--- config.mk ---
export PLATFORM = sky130hd
export DESIGN_NAME = feature_loader
export DESIGN_NICKNAME = d
export VERILOG_FILES = /design/src/rtl/feature_pkg.sv /design/src/rtl/bit_deserializer.sv /design/src/rtl/feature_loader.sv
export SDC_FILE = /design/constraint.sdc
export NUM_CORES = 1
export LEC_CHECK = 0
export ABC_AREA = 1
export CORE_MARGIN = 3
export CORE_UTILIZATION = 40
export DETAILED_ROUTE_END_ITERATION = 10
export PLACE_DENSITY_LB_ADDON = 0.3
export REMOVE_ABC_BUFFERS = 1
export SYNTH_ARGS = -nofsm -noshare
export SYNTH_HDL_FRONTEND = slang
export SYNTH_SLANG_ARGS = --single-unit
--- constraint.sdc ---
create_clock -name clk -period 2.1 [get_ports clk]
set_clock_uncertainty 0.15 [all_clocks]
set_input_delay 0.315 -clock clk [delete_from_list [all_inputs] [get_ports clk]]
set_output_delay 0.315 -clock clk [all_outputs]
set_load 0.03 [all_outputs]
--- src/rtl/feature_pkg.sv ---
// Shared defaults, derived widths and FSM state encodings for the feature-weight loader.
package feature_pkg;

  localparam int unsigned KERNEL_SIZE  = 3;
  localparam int unsigned NUM_FEATURES = 10;
  localparam int unsigned K2           = KERNEL_SIZE * KERNEL_SIZE;

  // Address needs one spare bit so the feature counter can reach NUM_FEATURES.
  function automatic int unsigned addr_width(input int unsigned n);
    return $clog2(n) + 1;
  endfunction

  localparam int unsigned ADDR_W = addr_width(NUM_FEATURES);

  typedef logic [2:0] state_t;
  localparam state_t StIdle  = 3'd0;
  localparam state_t StShift = 3'd1;
  localparam state_t StCheck = 3'd2;
  localparam state_t StWrite = 3'd3;
  localparam state_t StDone  = 3'd4;

endpackage

--- src/rtl/bit_deserializer.sv ---
// Indexed store of a bit-serial kernel with bit counter, last-bit flag and running parity.
module bit_deserializer #(
  parameter int unsigned Bits     = 9,
  parameter int unsigned ParityEn = 0
) (
  input  logic clk,
  input  logic rst,
  input  logic clear_i,
  input  logic valid_i,
  input  logic bit_i,
  output logic data_o [Bits],
  output logic last_o,
  output logic parity_o
);

  localparam int unsigned Total = Bits + ParityEn;
  localparam int unsigned CntW  = $clog2(Bits) + 1;

  logic [CntW-1:0] cnt_q, cnt_d;
  logic            par_q, par_d;
  logic            buf_q [Bits];
  logic            buf_d [Bits];

  always_comb begin
    buf_d    = buf_q;
    cnt_d    = cnt_q;
    par_d    = par_q;
    last_o   = valid_i && (cnt_q == CntW'(Total - 1));
    parity_o = par_q ^ bit_i;
    if (clear_i) begin
      cnt_d = '0;
      par_d = 1'b0;
    end else if (valid_i) begin
      // The trailing parity bit (cnt_q == Bits) matches no slot and is not stored.
      for (int unsigned i = 0; i < Bits; i++) begin
        if (cnt_q == CntW'(i)) buf_d[i] = bit_i;
      end
      if (last_o) begin
        cnt_d = '0;
        par_d = 1'b0;
      end else begin
        cnt_d = cnt_q + 1'b1;
        par_d = parity_o;
      end
    end
  end

  // Next-state view so the top can latch the kernel on the same edge as the last bit.
  assign data_o = buf_d;

  always_ff @(posedge clk or negedge rst) begin
    if (!rst) begin
      cnt_q <= '0;
      par_q <= 1'b0;
      buf_q <= '{default: 1'b0};
    end else begin
      cnt_q <= cnt_d;
      par_q <= par_d;
      buf_q <= buf_d;
    end
  end

endmodule

--- src/rtl/feature_loader.sv ---
// Bit-serial to kernel loader driving the feature memory write port, one strobe per kernel.
// Define FEATURE_LOADER_PARITY_EN to accept a trailing even-parity bit per kernel and check it.
module feature_loader
  import feature_pkg::*;
#(
  parameter int unsigned KernelSize  = KERNEL_SIZE,
  parameter int unsigned NumFeatures = NUM_FEATURES
) (
  input  logic                                  clk,
  input  logic                                  rst,
  input  logic                                  start,
  input  logic                                  in_bit,
  input  logic                                  in_valid,
  output logic                                  in_ready,
  output logic [addr_width(NumFeatures)-1:0]    address_w,
  output logic                                  feature_WrEn,
  output logic                                  weights_input [KernelSize*KernelSize],
  output logic                                  busy,
  output logic                                  done,
  output logic                                  err
);

  localparam int unsigned Kk    = KernelSize * KernelSize;
  localparam int unsigned AddrW = addr_width(NumFeatures);
`ifdef FEATURE_LOADER_PARITY_EN
  localparam int unsigned ParityEn = 1;
`else
  localparam int unsigned ParityEn = 0;
`endif

  state_t           state_q, state_d;
  logic [AddrW-1:0] feat_cnt_q, feat_cnt_d;
  logic [AddrW-1:0] address_q;
  logic             err_q, err_d;
  logic             in_ready_q, wren_q, busy_q, done_q;
  logic             weights_q [Kk];
  logic             kernel [Kk];
  logic             clear, xfer, last, kernel_parity, feat_last;

  assign xfer      = in_valid && in_ready_q;
  assign feat_last = (feat_cnt_q == AddrW'(NumFeatures - 1));

  bit_deserializer #(
    .Bits     (Kk),
    .ParityEn (ParityEn)
  ) u_deser (
    .clk      (clk),
    .rst      (rst),
    .clear_i  (clear),
    .valid_i  (xfer),
    .bit_i    (in_bit),
    .data_o   (kernel),
    .last_o   (last),
    .parity_o (kernel_parity)
  );

`ifdef FEATURE_LOADER_PARITY_EN
  logic par_bad_q, par_bad_d;

  always_ff @(posedge clk or negedge rst) begin
    if (!rst) par_bad_q <= 1'b0;
    else      par_bad_q <= par_bad_d;
  end
`else
  logic unused_parity;
  assign unused_parity = kernel_parity;
`endif

  always_comb begin
    state_d    = state_q;
    feat_cnt_d = feat_cnt_q;
    err_d      = err_q;
    clear      = 1'b0;
`ifdef FEATURE_LOADER_PARITY_EN
    par_bad_d  = par_bad_q;
`endif
    unique case (state_q)
      StIdle: begin
        if (start) begin
          state_d    = StShift;
          clear      = 1'b1;
          feat_cnt_d = '0;
          err_d      = 1'b0;
        end
      end
      StShift: begin
        if (last) begin
`ifdef FEATURE_LOADER_PARITY_EN
          state_d   = StCheck;
          par_bad_d = kernel_parity;
`else
          state_d   = StWrite;
`endif
        end
      end
`ifdef FEATURE_LOADER_PARITY_EN
      StCheck: begin
        if (par_bad_q) begin
          // Bad kernel: skip the strobe but still consume its address slot.
          err_d      = 1'b1;
          feat_cnt_d = feat_cnt_q + 1'b1;
          state_d    = feat_last ? StDone : StShift;
        end else begin
          state_d = StWrite;
        end
      end
`endif
      StWrite: begin
        feat_cnt_d = feat_cnt_q + 1'b1;
        state_d    = feat_last ? StDone : StShift;
      end
      StDone:  state_d = StIdle;
      default: state_d = StIdle;
    endcase
  end

  // Outputs are registered from the next state so the memory sees clean levels at negedge.
  always_ff @(posedge clk or negedge rst) begin
    if (!rst) begin
      state_q    <= StIdle;
      feat_cnt_q <= '0;
      err_q      <= 1'b0;
      in_ready_q <= 1'b0;
      wren_q     <= 1'b1;
      busy_q     <= 1'b0;
      done_q     <= 1'b0;
      address_q  <= '0;
      weights_q  <= '{default: 1'b0};
    end else begin
      state_q    <= state_d;
      feat_cnt_q <= feat_cnt_d;
      err_q      <= err_d;
      in_ready_q <= (state_d == StShift);
      wren_q     <= (state_d != StWrite);
      busy_q     <= (state_d != StIdle);
      done_q     <= (state_d == StDone);
      if (state_d == StWrite) begin
        address_q <= feat_cnt_q;
        weights_q <= kernel;
      end
    end
  end

  assign in_ready      = in_ready_q;
  assign feature_WrEn  = wren_q;
  assign busy          = busy_q;
  assign done          = done_q;
  assign address_w     = address_q;
  assign weights_input = weights_q;
`ifdef FEATURE_LOADER_PARITY_EN
  assign err = err_q;
`else
  logic unused_err;
  assign unused_err = err_q;
  assign err        = 1'b0;
`endif

endmodule

After elaboration in Yosys (flattened, before gate mapping):

Cells that the tools add are included.

* bits in registers: 40
* bits of input ports: 5
* output and inout bits: 19
* word-level logic and storage cells: 74

* $add $sub $neg: 2
* equality and inequality tests: 16
* multiplexer cells: 22
* reduce and logical (&&, ||, !) cells: 8

Operators with widths (number)
* $eq 5x3->1 const B: 4
* $mux 5: 4
* $mux 9: 2
* $mux 1: 11
* $add 5x1->5 const B: 2
* $eq 5x2->1 const B: 2
* $eq 5x4->1 const B: 2
* $pmux 5 s2: 1
* $mux 3: 3
* $pmux 3 s3: 1
* $eq 3x1->1 const B: 2
* $eq 3x2->1 const B: 2
* $eq 5x1->1 const B: 1
* $logic_not 5->1: 1
* $reduce_bool 2->1: 2
* $eq 3x3->1 const B: 1
* $logic_not 3->1: 1
* $ne 3x2->1 const B: 1
* $reduce_bool 3->1: 1
* $logic_and 1x1->1: 2
* $ne 2x2->1 const B: 1
* $reduce_and 2->1: 1

Logic depth before layout (Yosys ltp):

* depth in word-level cells: 5
* mapped depth: 10
* depth with buffers taken out: 9

Hierarchy:

From an unflattened synthesis, not the netlist that was laid out.

* cells, all modules: 247
* area total of the unflattened synthesis: 2016.9 um^2

By module, submodules not included
* feature_loader: times used 1, cells each 123, area each 1108.6 um^2, seq. area each 651.9 um^2
* bit_deserializer: times used 1, cells each 124, area each 908.4 um^2, seq. area each 375.4 um^2

Worst setup path before layout:

OpenSTA, ideal clock, no wires.

* path type: reg2reg
* start: register in_ready_q, in the netlist in_ready
* end: register weights_q (netlist bit weights_input[1])
* arrival: 1384 ps
* data required time: 1832 ps
* setup slack: 448 ps
* cell stages (with the launch flop): 9
* path buffers: 1
* period minus slack after synthesis: 1652 ps
* cells stage by stage: dfrtp_1 > nand2_2 > nor2_4 > nand2_4 > nor2_8 > inv_4 > buf_6 > nand2_1 > nand2_1

* cells in the longest elaborated chain, start to end: 5

Ends and longest elaborated chain
* from (decl): RTL line feature_loader.sv:35 `logic in_ready_q, wren_q, busy_q, done_q;`
* from (signal assigned): RTL line feature_loader.sv:133 `in_ready_q <= (state_d == StShift);`
* $logic_and 1x1->1 (*): RTL line feature_loader.sv:40 `assign xfer = in_valid && in_ready_q;`
* $logic_and 1x1->1: RTL line bit_deserializer.sv:28 `last_o = valid_i && (cnt_q == CntW'(Total - 1));`
* $mux 3: RTL line feature_loader.sv:87 `if (last) begin`
* $pmux 3 s3: RTL line feature_loader.sv:77 `unique case (state_q)`
* $eq 3x2->1: RTL line feature_loader.sv:137 `if (state_d == StWrite) begin`
* to (signal assigned): RTL line feature_loader.sv:139 `weights_q <= kernel;`
* to (decl): RTL line feature_loader.sv:36 `logic weights_q [Kk];`

Every way passes the cells marked *; elsewhere a longest branch is shown, timed or not.
A chain may end at the register's enable or synchronous reset.

Final worst setup path:

* start: register wren_q, in the netlist feature_WrEn
* end: output feature_WrEn

RTL lines
* from (decl): RTL line feature_loader.sv:35
* from (signal assigned): RTL line feature_loader.sv:134 `wren_q <= (state_d != StWrite);`
* to (decl): RTL line feature_loader.sv:16 `output logic feature_WrEn,`

No word-level cell between the ends.

==> results.txt <==
----------------------------------------------------
[Place]
  Gpl congestion ... 0.825
  Instance count after placement with tap cells included ... 293
  Area after detailed placement ... 2170 um2
  Half-perimeter wire length after detailed placement ... 2540 um
  Count of input and output buffers ... 22

[Clock network]
  H-tree depth reported by CTS ... 2
  Clock slew seen by the registers of the worst setup and hold paths ... 0.08 ns
  Clock Root Buffer ... sky130_fd_sc_hd__clkbuf_8
  Worst-Skew Late Latency ... 0.30 ns
  PostCTS Resize Cnt ... 0
  Clock buffer count from CTS ... 5
  Post-CTS Setup Bufs ... 0
  Number of buffers on the longest clock path ... 2
  Clock tree from TritonCTS ... built
  CTS Sinks ... 40
  Count of hold-fix buffers inserted at cts ... 1

[Worst setup path]
  Worst R2R Start ... u_deser.cnt_q[0]$_DFFE_PN0P_
  Crit-path leading delay family ... buffers and inverters
  Crit path capture type ... output pin
  Critical path fanouts, max ... 1
  Startpoint types ... register
  Reg2reg setup slack ... 0.44 ns
  Data required time of the worst path ... 1.63 ns
  Slowest cell on crit path ... sky130_fd_sc_hd__clkdlybuf4s50_1
  Cells on worst reg2reg path ... 9
  Worst path buffer plus inverter count ... 1
  Largest stage delay on the critical path ... 0.65 ns
  Worst path cell trace ... clkdlybuf4s50_1
  Critical path class ... register to output pin
  Critical path arrival ... 1.47 ns
  Capturing point of the worst reg2reg path ... address_w[4]$_DFFE_PN0N_

[Worst hold path]
  HP Start ... weights_input[4]$_DFFE_PN0N_
  Hold crit path type ... register to register
  WHS Endpoint ... weights_input[4]$_DFFE_PN0N_
  Hold Path Depth ... 2

[Logic synthesis]
  Cell with the most instances after synthesis ... sky130_fd_sc_hd__nand2_1
  Leading post-synthesis cells by instance count ... 52 x sky130_fd_sc_hd__nand2_1, 39 x sky130_fd_sc_hd__dfrtp_1, 33 x sky130_fd_sc_hd__inv_1
  Proportion of synthesized flip-flops having asynchronous set or reset ... 1.00
  Post-synthesis average cell area ... 8.66 um2
  Main combinational cell family by area after synthesis ... simple AND/OR/NAND/NOR gates
  Total number of yosys warnings ... 0
  Post-synthesis compound-gate area fraction ... 0.0469
  Count of flip-flops with a built-in enable after synthesis ... 0
  Number of instances in the synthesized netlist ... 219
  Xor and xnor area share after synthesis ... 0.00924
  Synth Register Bits ... 40
  Synthesized cell area ... 1900 um2
  Largest cells by area after synthesis ... sky130_fd_sc_hd__dfrtp_1 51%, sky130_fd_sc_hd__nand2_1 10%, sky130_fd_sc_hd__nand3_1 8.2%, sky130_fd_sc_hd__inv_1 6.5%, sky130_fd_sc_hd__ha_1 4.0%
  Area share of the largest cell type after synthesis ... 0.515
  Sequential cell area fraction in the yosys report ... 0.529
  Post-synth cell types ... 26
  Primary FF master, synth ... sky130_fd_sc_hd__dfrtp_1
  Area share of and/or/nand/nor cells after synthesis ... 0.282
  Arithmetic-cell share of the synthesized area counting full adders, half adders and majority gates ... 0.0396
  Post-synth top area cell ... sky130_fd_sc_hd__dfrtp_1
  Portion of netlist area occupied by mux cells ... 0

[Routing]
  Number of iterations in the first detailed-routing pass ... 4
  Antenna Nets Post-Route ... 0
  Number of vias per cell ... 4.81
  Final wirelength ... 3610 um
  Post-route DRC violation count ... 0
  Total via count in the routed design ... 1454
  Number of violations reported at the end of detailed-routing iteration 0 ... 85
  Routed wire length per instance ... 11.9 um

[Layout]
  Layout Nets ... 260
  Post-route cell area ... 2310 um2
  Count of placed standard cells in the final layout, fillers left out ... 302
  Area of the multi-input gates ... 719 um2
  Synth-to-Final Area Change ... 21.8%
  Antenna diodes ... 0
  Layout cells sized above 1 ... 0.0880
  Seq. cell area ... 1000 um2
  Filler instances ... 414

[Power and ir drop]
  Leakage component of the power ... 1.18 nW
  Pwr per Cell Area ... 1440 nW/um2
  VDD IR-drop max ... 428 uV
  PnR Total Power ... 3.33 mW

[Timing]
  Worst Tran Pin Value ... 0.500 ns
  Hold slack final ... 0.332 ns
  Setup violation total in the final timing report ... 0
  Count of final hold-check violations ... 0
  Unrepaired setup endpoints after global routing ... false
  Headroom to the max-slew limit ... 0.667
  Achievable Freq ... 0.517 GHz
  Minimum clock period after layout ... 1.93 ns
  Period utilization ... 0.921
  Final Max Tran Viols ... 0
  Final total negative setup slack ... 0 ns

[Floorplanning]
  Die Y-Extent ... 74.8 um
  Total die area ... 5600 um2
  IO Pins ... 24
  Starting Density ... 0.424
  Row count ... 24
  Horizontal extent of the die ... 74.8 um
  Floorplan core area ... 4470 um2

[Status]
  Status ... complete, no violations

[Global routing]
  First-pass GRT wire length ... 6240 um
  Antenna violations before repair ... 0
  GRT Overall Usage ... 0.146
  Largest net degree at the start of global routing ... 41
  Number of global-route vias before repair ... 1389
  Congestion Overflow GR ... 0

[Run]
  Max cap viols ... 0

----------------------------------------------------
[cell families (layout without fill, tap and decap cells)]
logic type               count (synthesis)  in the layout
buffers and inverters                   40             71
adder cells (fa/ha/maj)                  6              6
AO/OA/AOI/OAI                           16             16
flip-flops                              40             40
other                                    1              1
XOR/XNOR                                 2              2
AND/OR/NAND/NOR                        114            114
[metal layers]
metal,GRT usage,wire (um)
met2,0.228,1680
met5,0,0
met3,0.0414,119
met1,0.194,1750
met4,0.0534,66
[area by class of cell]
cell class	instances	share of cell area
clock buffer	7	0.0417
clock inverter	1	0.0130
inverter	35	0.0580
multi-input combinational	139	0.311
sequential	40	0.434
tap	52	0.0282
timing repair buffer	28	0.114
[registers in the layout (all words and copies together), names as in the netlist]
name,flops
in_ready,1
state_q,3
done,1
feat_cnt_q,5
u_deser.buf_q,9
feature_WrEn,1
u_deser.cnt_q,5
weights_input,9
address_w,5
busy,1
[placed cells by master (no fill, tap or decap)]
cell type,Yosys,layout
sky130_fd_sc_hd__nand2_1,52,52
sky130_fd_sc_hd__dfrtp_1,39,39
sky130_fd_sc_hd__inv_1,33,33
sky130_fd_sc_hd__nand3_1,31,31
sky130_fd_sc_hd__clkdlybuf4s50_1,0,21
sky130_fd_sc_hd__nor2_1,14,14
sky130_fd_sc_hd__nand4_1,10,10
sky130_fd_sc_hd__o21ai_0,7,7
sky130_fd_sc_hd__clkbuf_8,0,7
sky130_fd_sc_hd__ha_1,6,6
sky130_fd_sc_hd__buf_4,1,5
sky130_fd_sc_hd__o22ai_1,4,4
sky130_fd_sc_hd__a21oi_1,4,4
sky130_fd_sc_hd__xor2_1,2,2
sky130_fd_sc_hd__clkinv_1,1,1
sky130_fd_sc_hd__nand2_2,1,1
sky130_fd_sc_hd__nor2_4,1,1
sky130_fd_sc_hd__nor2_2,1,1
sky130_fd_sc_hd__nand3b_1,1,1
sky130_fd_sc_hd__nand2_4,1,1
sky130_fd_sc_hd__nor2_8,1,1
sky130_fd_sc_hd__inv_4,1,1
sky130_fd_sc_hd__or2_2,1,1
sky130_fd_sc_hd__o32ai_1,1,1
sky130_fd_sc_hd__conb_1,1,1
sky130_fd_sc_hd__bufinv_16,0,1
sky130_fd_sc_hd__dfstp_2,1,1
sky130_fd_sc_hd__dlygate4sd3_1,0,1
sky130_fd_sc_hd__buf_2,2,1
[report_power, final]
part           switching [mW]  total, mW  internal [mW]
logic                   0.842       1.36          0.520
clock network           0.273      0.692          0.419
registers               0.203       1.28           1.07
total                    1.32       3.33           2.01
[worst max-delay path by stage]
| stage | from | endpoint | slack [ns] | cells past startpoint |
|---|---|---|---|---|
| floorplan | in_ready$_DFF_PN0_ | address_w[4]$_DFFE_PN0N_ | 0.46 | 7 |
| global route | feature_WrEn$_DFF_PN1_ | feature_WrEn | 0.14 | 1 |
| finish | feature_WrEn$_DFF_PN1_ | feature_WrEn | 0.17 | 1 |
| CTS | feature_WrEn$_DFF_PN1_ | feature_WrEn | 0.16 | 1 |
| global placement | in_valid | weights_input[2]$_DFFE_PN0N_ | 0.23 | 8 |
| detailed placement | in_valid | address_w[4]$_DFFE_PN0N_ | 0.17 | 8 |
[stage by stage]
| stage | utilization | worst slack [ns] |
|---|---|---|
| after floorplan | - | 0.456 |
| after global placement | 0.486 | 0.226 |
| after detailed placement | 0.486 | 0.174 |
| after CTS | 0.516 | 0.158 |
| after global routing | 0.516 | 0.137 |
| final | 0.516 | 0.166 |
No activity file was read; power rests on OpenSTA's default activity.
